$ cat src/rtl/alu_arbiter.sv
// Two-requester round-robin front end for a shared combinational ALU.
// Operands are registered onto the ALU and the result returns on one tagged response channel.
module alu_arbiter #(
   parameter int unsigned WIDTH    = 8,
   parameter int unsigned OPW      = 3,
   parameter int unsigned EQ_FIXUP = 1
) (
   input  logic             clk_i,
   input  logic             rst_ni,
   input  logic             req0_valid_i,
   output logic             req0_ready_o,
   input  logic [WIDTH-1:0] req0_a_i,
   input  logic [WIDTH-1:0] req0_b_i,
   input  logic [OPW-1:0]   req0_op_i,
   input  logic             req1_valid_i,
   output logic             req1_ready_o,
   input  logic [WIDTH-1:0] req1_a_i,
   input  logic [WIDTH-1:0] req1_b_i,
   input  logic [OPW-1:0]   req1_op_i,
   output logic             rsp_valid_o,
   input  logic             rsp_ready_i,
   output logic             rsp_id_o,
   output logic [WIDTH-1:0] rsp_data_o,
   output logic             rsp_zero_o,
   output logic [WIDTH-1:0] alu_a_o,
   output logic [WIDTH-1:0] alu_b_o,
   output logic [OPW-1:0]   alu_op_o,
   input  logic [WIDTH-1:0] alu_res_i,
   output logic             busy_o
);

   typedef enum logic [1:0] {StIdle, StExec, StResp} state_e;

   localparam logic [OPW-1:0] OpEq = '1;

   state_e           state_q, state_d;
   logic             rr_q, rr_d;
   logic             id_q, id_d;
   logic [WIDTH-1:0] alu_a_q, alu_a_d;
   logic [WIDTH-1:0] alu_b_q, alu_b_d;
   logic [OPW-1:0]   alu_op_q, alu_op_d;
   logic [WIDTH-1:0] rsp_data_q, rsp_data_d;
   logic             rsp_id_q, rsp_id_d;
   logic             rsp_zero_q, rsp_zero_d;
   logic             rsp_valid_q, rsp_valid_d;

   logic             gnt_valid;
   logic             gnt_id;
   logic [WIDTH-1:0] result;

   // Grant follows rr_q only under contention; a lone requester always wins.
   always_comb begin
      gnt_id = 1'b0;
      if (req0_valid_i && req1_valid_i) begin
         gnt_id = rr_q;
      end else if (req1_valid_i) begin
         gnt_id = 1'b1;
      end
      gnt_valid = (state_q == StIdle) && (req0_valid_i || req1_valid_i);
   end

   assign req0_ready_o = gnt_valid && !gnt_id;
   assign req1_ready_o = gnt_valid &&  gnt_id;

   // The ALU returns 0 for the equal opcode, so the compare is done here.
   always_comb begin
      result = alu_res_i;
      if ((EQ_FIXUP != 0) && (alu_op_q == OpEq)) begin
         result = {{(WIDTH-1){1'b0}}, (alu_a_q == alu_b_q)};
      end
   end

   always_comb begin
      state_d     = state_q;
      rr_d        = rr_q;
      id_d        = id_q;
      alu_a_d     = alu_a_q;
      alu_b_d     = alu_b_q;
      alu_op_d    = alu_op_q;
      rsp_data_d  = rsp_data_q;
      rsp_id_d    = rsp_id_q;
      rsp_zero_d  = rsp_zero_q;
      rsp_valid_d = rsp_valid_q;
      unique case (state_q)
         StIdle: begin
            if (gnt_valid) begin
               alu_a_d  = gnt_id ? req1_a_i  : req0_a_i;
               alu_b_d  = gnt_id ? req1_b_i  : req0_b_i;
               alu_op_d = gnt_id ? req1_op_i : req0_op_i;
               id_d     = gnt_id;
               state_d  = StExec;
            end
         end
         StExec: begin
            rsp_data_d  = result;
            rsp_zero_d  = (result == '0);
            rsp_id_d    = id_q;
            rsp_valid_d = 1'b1;
            state_d     = StResp;
         end
         StResp: begin
            if (rsp_ready_i) begin
               rsp_valid_d = 1'b0;
               rr_d        = ~rsp_id_q;
               state_d     = StIdle;
            end
         end
         default: state_d = StIdle;
      endcase
   end

   always_ff @(posedge clk_i or negedge rst_ni) begin
      if (!rst_ni) begin
         state_q     <= StIdle;
         rr_q        <= 1'b0;
         id_q        <= 1'b0;
         alu_a_q     <= '0;
         alu_b_q     <= '0;
         alu_op_q    <= '0;
         rsp_data_q  <= '0;
         rsp_id_q    <= 1'b0;
         rsp_zero_q  <= 1'b0;
         rsp_valid_q <= 1'b0;
      end else begin
         state_q     <= state_d;
         rr_q        <= rr_d;
         id_q        <= id_d;
         alu_a_q     <= alu_a_d;
         alu_b_q     <= alu_b_d;
         alu_op_q    <= alu_op_d;
         rsp_data_q  <= rsp_data_d;
         rsp_id_q    <= rsp_id_d;
         rsp_zero_q  <= rsp_zero_d;
         rsp_valid_q <= rsp_valid_d;
      end
   end

   assign alu_a_o     = alu_a_q;
   assign alu_b_o     = alu_b_q;
   assign alu_op_o    = alu_op_q;
   assign rsp_data_o  = rsp_data_q;
   assign rsp_id_o    = rsp_id_q;
   assign rsp_zero_o  = rsp_zero_q;
   assign rsp_valid_o = rsp_valid_q;
   assign busy_o      = (state_q != StIdle);

endmodule

$ cat config.mk
export PLATFORM = sky130hd
export DESIGN_NAME = alu_arbiter
export DESIGN_NICKNAME = d
export VERILOG_FILES = /design/src/rtl/alu_arbiter.sv
export SDC_FILE = /design/constraint.sdc
export NUM_CORES = 1
export LEC_CHECK = 0
export CAP_MARGIN = 20
export CORE_UTILIZATION = 50
export DETAILED_ROUTE_END_ITERATION = 7
export DONT_BUFFER_PORTS = 1
export MAX_ROUTING_LAYER = met4
export PLACE_DENSITY = 0.73
export SLEW_MARGIN = 20
export SYNTH_ARGS = -nofsm -noshare
export SYNTH_HDL_FRONTEND = slang
export SYNTH_SLANG_ARGS = --single-unit
export TNS_END_PERCENT = 5
$ cat constraint.sdc
create_clock -name clk_i -period 1.4 [get_ports clk_i]
set_input_delay 0.42 -clock clk_i [delete_from_list [all_inputs] [get_ports clk_i]]
set_output_delay 0.42 -clock clk_i [all_outputs]
set_load 0.01 [all_outputs]
==> reports/results.ini, run 1 <==
[run_status]
outcome = finished with violations
violations = DRC, setup timing

[placed_design]
gp_congestion = 0.720
placed_area_um2 = 1650
dpl.hpwl_um = 2390
io_buffers = 0

[logic_synthesis]
syn_inst = 148
avgSynthCellArea_um2 = 10.4
synth_area_um2 = 1540
synth-seq-cells = 34
synth.distinct_cells = 25
synth-seq-area-share = 0.552
syn_nets = 199
yosysWarnings = 0

[min_path]
hold_path_end = state_q[1]
min_from = rsp_ready_i
hp-class = primary input to flop
min_path_cells = 1

[clock_network]
cts.clk_slew.worst_paths_ns = 0.11
cts_buffers = 5
clock_latency_ns = 0.35
cts_tree = yes
h-tree-depth = 2
cts.sinks = 34
cts_root_buffer = clkbuf_4
clockBufferDepth = 2

[timing]
setup_violations = 22
min_period_over_period = 1.22
fmax_mhz = 583
relSlewSlack = 0.739
rsz0062_at_grt = true
worstMarginPinSlew_ns = 0.390
skew_ns = 0.00998
fin_crit_ns = 1.71
hold_viol_final = 0
drv_slew = 0
setup_ws_ns = -0.314
fin_hold_ws_ns = 0.173

[route]
vias_per_cell = 6.16
final_antenna_net_count = 0
firstDrtPassIters = 8
drt_first_iter_violations = 111
wl_per_cell_um = 18.6
drc = 4
wl_um = 3760
vias = 1244

[run]
cap_viol_max_count = 0

[power_and_ir_drop]
ir_drop_mv = 1.44
power.density_nw_per_um2 = 2540
leakage_nw = 0.987

[final_layout]
nets = 221
drive_gt1_frac = 0.216
postLayoutCoreUtil = 0.659
n_antenna_cell = 0
multiInputGateArea_um2 = 572
n_fill_cell = 224
seq_area_um2 = 851
syn2layout_area_growth_pct = 21.0
design_area_um2 = 1870

[floorplanning]
die_h_um = 57.5
coreArea_um2 = 2830
fp.dieArea_um2 = 3310
initial_utilization = 0.545
io_pins = 84
fp.dieW_um = 57.5
rows = 19

[setup_path]
timing.rr.end = alu_b_o[3]
path_max_fanout = 6
worstSetupStartpointType = flop
crit_arrival_ns = 1.29
cp.required_ns = 0.98
setup.worst_path.end_class = output port
ff2ff_path_depth = 7
rrSetupSlack_ns = -0.11
crit_type = flop to output port
r2r-start = state_q[1]

[grt]
grt_usage = 0.241
grt_pass1_wl_um = 5560
grt_max_degree = 35
grt_pass1_vias = 1203
grt_overflow = 0
antenna_found_initial = 0

[flip-flops by register name, summed over array words and instances, names as in the netlist]
name	count
rsp_zero_o	1
state_q	2
id_q	1
rsp_id_o	1
alu_op_o	3
rr_q	1
rsp_valid_o	1
rsp_data_o	8
alu_a_o	8
alu_b_o	8
[synth_stat cells (all sizes together)]
cell	number	area (um^2)
nor4	3	18.8
a21oi	1	5.00
nand4	1	6.26
o21ai	4	20.0
or2b	2	16.3
buf	5	50.0
a222oi	19	190
nand2	21	78.8
nand2b	1	6.26
and2b	1	8.76
clkbuf	4	15.0
a21o	1	7.51
a31oi	1	6.26
o22a	1	8.76
or2	1	6.26
nor2	5	21.3
xor2	8	70.1
dfrtp	34	851
and3	2	17.5
inv	22	82.6
nand3	11	55.1
[layout by cell type (no fill, tap or decap), types with 2 or more instances in the layout]
master / Yosys / final
o21ai_0: 4 / 2
xor2_1: 8 / 8
buf_4: 0 / 17
clkbuf_4: 0 / 5
inv_1: 22 / 22
nand3_1: 11 / 11
nor4_1: 3 / 3
o21ai_1: 0 / 2
and3_4: 1 / 3
nand2_1: 21 / 21
buf_12: 0 / 3
a222oi_1: 19 / 19
dfrtp_1: 34 / 34
nor2_1: 4 / 4
[layout make-up]
type	instances	area share
clock buffers	6	0.0275
clock inverters	2	0.00671
inverters	22	0.0443
multi-input cells	84	0.307
flip-flops and latches	34	0.456
well taps	31	0.0208
repair buffers	23	0.138
[timing repair]
action                                  4_1_cts  5_1_grt
resized for setup                             2        5
gates cloned                                  3        0
buffers inserted                              3        2
hold endpoints to repair                     34        0
endpoints found under the setup margin        7       25
hold buffers                                  2        0
pin swaps                                     4        2
[how the worst max path moves through the flow]
stage | start | endpoint | slack (ns) | cells after the start
final | state_q[1] | req1_ready_o | -0.31 | 3
after global routing | state_q[1] | req1_ready_o | -0.36 | 3
after CTS | state_q[0] | req1_ready_o | -0.29 | 3
after floorplan | state_q[1] | req1_ready_o | 0.08 | 3
after detailed placement | alu_b_o[4] | rsp_zero_o | -0.006 | 5
after global placement | alu_b_o[4] | rsp_zero_o | 0.0007 | 5
[routing by layer]
metal,GRT usage,vias to the layer above,part of all wire
met3,0.0816,8,0.082
met1,0.276,597,0.39
met2,0.389,65,0.51
li1,-,574,-
met4,0.0906,0,0.017
met5,-,-,0
[report_power, final]
part	total [mW]	switching, mW	internal (mW)
Combinational	2.14	1.05	1.10
Sequential	2.02	0.552	1.47
Clock	0.581	0.340	0.241
[logic make-up (layout without fill, tap and decap cells)]
kind of cell | after synthesis | after routing | share of synthesized area
AOI/OAI and AO/OA | 27 | 27 | 0.154
xor gates and xnor gates | 8 | 8 | 0.0455
buffers and inverters | 31 | 53 | 0.0958
DFF | 34 | 34 | 0.552
and+or+nand+nor | 48 | 49 | 0.153
[stage by stage]
| stage | cells | power, mW | TNS [ns] | worst slack [ns] |
|---|---|---|---|---|
| final | 202 | 4.74 | -2.19 | -0.314 |
| after global routing | 202 | 5.06 | -4.12 | -0.359 |
| after CTS | 200 | 4.70 | -2.49 | -0.289 |
| after detailed placement | 184 | 3.82 | -0.00609 | -0.00609 |
| after global placement | 184 | 3.71 | 0 | 0.000720 |
| after floorplan | 148 | 3.21 | 0 | 0.0775 |
[worst max-delay path, cell delays in order, from the launching register on]
cell and delay (ns):
dfrtp_1 0.43, nor2_4 0.15, and3_4 0.23, buf_12 0.13
Power figures use the tool's default switching activity.
==> run 2: changes to the inputs <==
==> constraint.sdc (replaced) <==
create_clock -name clk_i -period 1.76 [get_ports clk_i]
set_input_delay 0.528 -clock clk_i [delete_from_list [all_inputs] [get_ports clk_i]]
set_output_delay 0.528 -clock clk_i [all_outputs]
set_load 0.01 [all_outputs]
==> reports/results.ini, run 2 (synthesized netlist as in run 1, its figures left out) <==
[final_layout]
design_area_um2 = 1640  ; -12%
mostFrequentLayoutCell = dfrtp_1
mostFrequentLayoutCells = dfrtp_1, inv_1, nand2_1
drive_gt1_frac = 0.124  ; -0.0922
finalNonFillerCells = 184  ; -8.9%
nets = 204  ; -7.7%
syn2layout_area_growth_pct = 6.25
n_antenna_cell = 0  ; unchanged

[floorplanning]
die_h_um = 57.5  ; unchanged
fp.dieW_um = 57.5  ; unchanged
coreArea_um2 = 2830  ; unchanged
initial_utilization = 0.545  ; unchanged
fp.dieArea_um2 = 3310  ; unchanged
io_pins = 84  ; unchanged
rows = 19  ; unchanged

[power_and_ir_drop]
total_power_mw = 3.25  ; -31%
leakage_nw = 0.860  ; -13%
ir_drop_mv = 1.03  ; -28%
power.density_nw_per_um2 = 1990  ; -22%

[grt]
grt_pass1_vias = 1228  ; +2.1%
antenna_found_initial = 0  ; unchanged
grt_pass1_wl_um = 5690  ; +2.4%
grt_usage = 0.241  ; +0.000499
grt_max_degree = 35  ; unchanged
grt_overflow = 0  ; unchanged

[route]
drc = 4  ; unchanged
final_antenna_net_count = 0  ; unchanged
wl_um = 3640  ; -3.4%
firstDrtPassIters = 8  ; unchanged
wl_per_cell_um = 19.8  ; +6.1%
drt_first_iter_violations = 115  ; +3.6%
vias = 1180  ; -5.1%
vias_per_cell = 6.41  ; +4.1%

[setup_path]
path_max_fanout = 6  ; unchanged
cp_top_family = flip-flops
rrSetupSlack_ns = 0.28  ; +0.39 ns
path_buf_inv = 0  ; -1
worstSetupStartpointType = flop
slowest_stage = dfrtp_2
crit_type = flop to output port
cp.required_ns = 1.23  ; +0.25 ns
max_stage_delay_ns = 0.46  ; +0.03 ns
setup.worst_path.end_class = output port
crit_arrival_ns = 1.15  ; -0.14 ns
crit_chain = nor2_4, and3_4

[clock_network]
cts_tree = yes
cts.clk_slew.worst_paths_ns = 0.09  ; -0.02 ns
clock_latency_ns = 0.31  ; -0.04 ns
cts_buffers = 5  ; unchanged
h-tree-depth = 2  ; unchanged
cts_root_buffer = clkbuf_4
cts.sinks = 34  ; unchanged
clockBufferDepth = 2  ; unchanged

[run_status]
violations = DRC
outcome = finished with violations

[timing]
worstMarginPinSlew_ns = 0.412  ; +0.0213 ns
hold_viol_final = 0  ; unchanged
skew_ns = 0.00863  ; -0.00135 ns
setup_violations = 0  ; -100%
min_period_over_period = 0.953
fin_crit_ns = 1.68
rsz0062_at_grt = true
fin_hold_ws_ns = 0.0310  ; -0.142 ns
relSlewSlack = 0.725  ; -0.0143
drv_slew = 0  ; unchanged
fmax_mhz = 596

[min_path]
hp-class = primary input to async pin

[placed_design]
dpl.hpwl_um = 2470  ; +3.6%
io_buffers = 0  ; unchanged
placed_cells = 173  ; -6.0%
placed_area_um2 = 1540  ; -6.5%
gp_congestion = 0.686  ; -4.7%

[run]
cap_viol_max_count = 0  ; unchanged

-- run 2: cell types whose count changed in the layout (fill, tap and decap cells not counted), sizes merged --
cell         change
and3             +1
buf             -16
bufbuf           -1
clkbuf           +1
clkinv           -1
clkinvlp         -1
dlygate4sd3      -1
-- run 2: where the power goes --
group | switching (mW) | internal [mW]
Combinational | 0.658 | 0.514
Sequential | 0.535 | 1.17
Clock | 0.227 | 0.151
Total | 1.42 | 1.83
-- run 2: path summary, 6_finish.rpt --
path / startpoint / depth (start not counted) / endpoint
min in group clk_i: rsp_ready_i / 1 / state_q[1]
setup / recovery: state_q[0] / 2 / req0_ready_o
max in group asynchronous: rst_ni / 1 / state_q[1]
hold / removal: rst_ni / 1 / rsp_valid_o
setup reg to reg: alu_b_o[4] / 4 / rsp_zero_o
hold reg to reg: id_q / 2 / rsp_id_o
-- run 2: routing by layer --
metal  vias up  wire length (um)  share of wire  track usage
li1        542                 -              -            -
met1       569              1420           0.39        0.266
met2        64              1880           0.52        0.415
met3         5               290          0.080       0.0680
met4         0                38          0.010       0.0836
met5         -                 0              0            -
-- run 2: per-stage QoR --
| step | setup WS [ns] | utilization | setup TNS [ns] |
|---|---|---|---|
| floorplan | 0.305 | - | 0 |
| global placement | 0.276 | 0.544 | 0 |
| detailed placement | 0.227 | 0.544 | 0 |
| CTS | 0.0588 | 0.578 | 0 |
| global route | -0.00189 | 0.579 | -0.00189 |
| finish | 0.0820 | 0.579 | 0 |
-- run 2: area by class of cell --
cell class              count  area (um^2)
inverters                  22         82.6
repair buffers              5         50.0
fillers                   260         1190
multi-input cells          85          568
flip-flops and latches     34          853
clock buffers               7         45.0
well taps                  31         38.8
-- run 2: worst reg2reg max path, delay by kind of cell (launching register included) --
| family | cells | cell delay [ns] |
|---|---|---|
| AO/OA/AOI/OAI | 2 | 0.33 |
| XOR/XNOR | 1 | 0.19 |
| flip-flops | 1 | 0.45 |
| AND/OR/NAND/NOR | 1 | 0.41 |
-- run 2: repair_timing --
action	in CTS	in global routing
pin swaps	2	0
endpoints found under the hold margin	34	0
resized for setup	4	1
hold buffers	1	0
buffers inserted	1	0
setup endpoints to repair	2	1
cloned	2	0
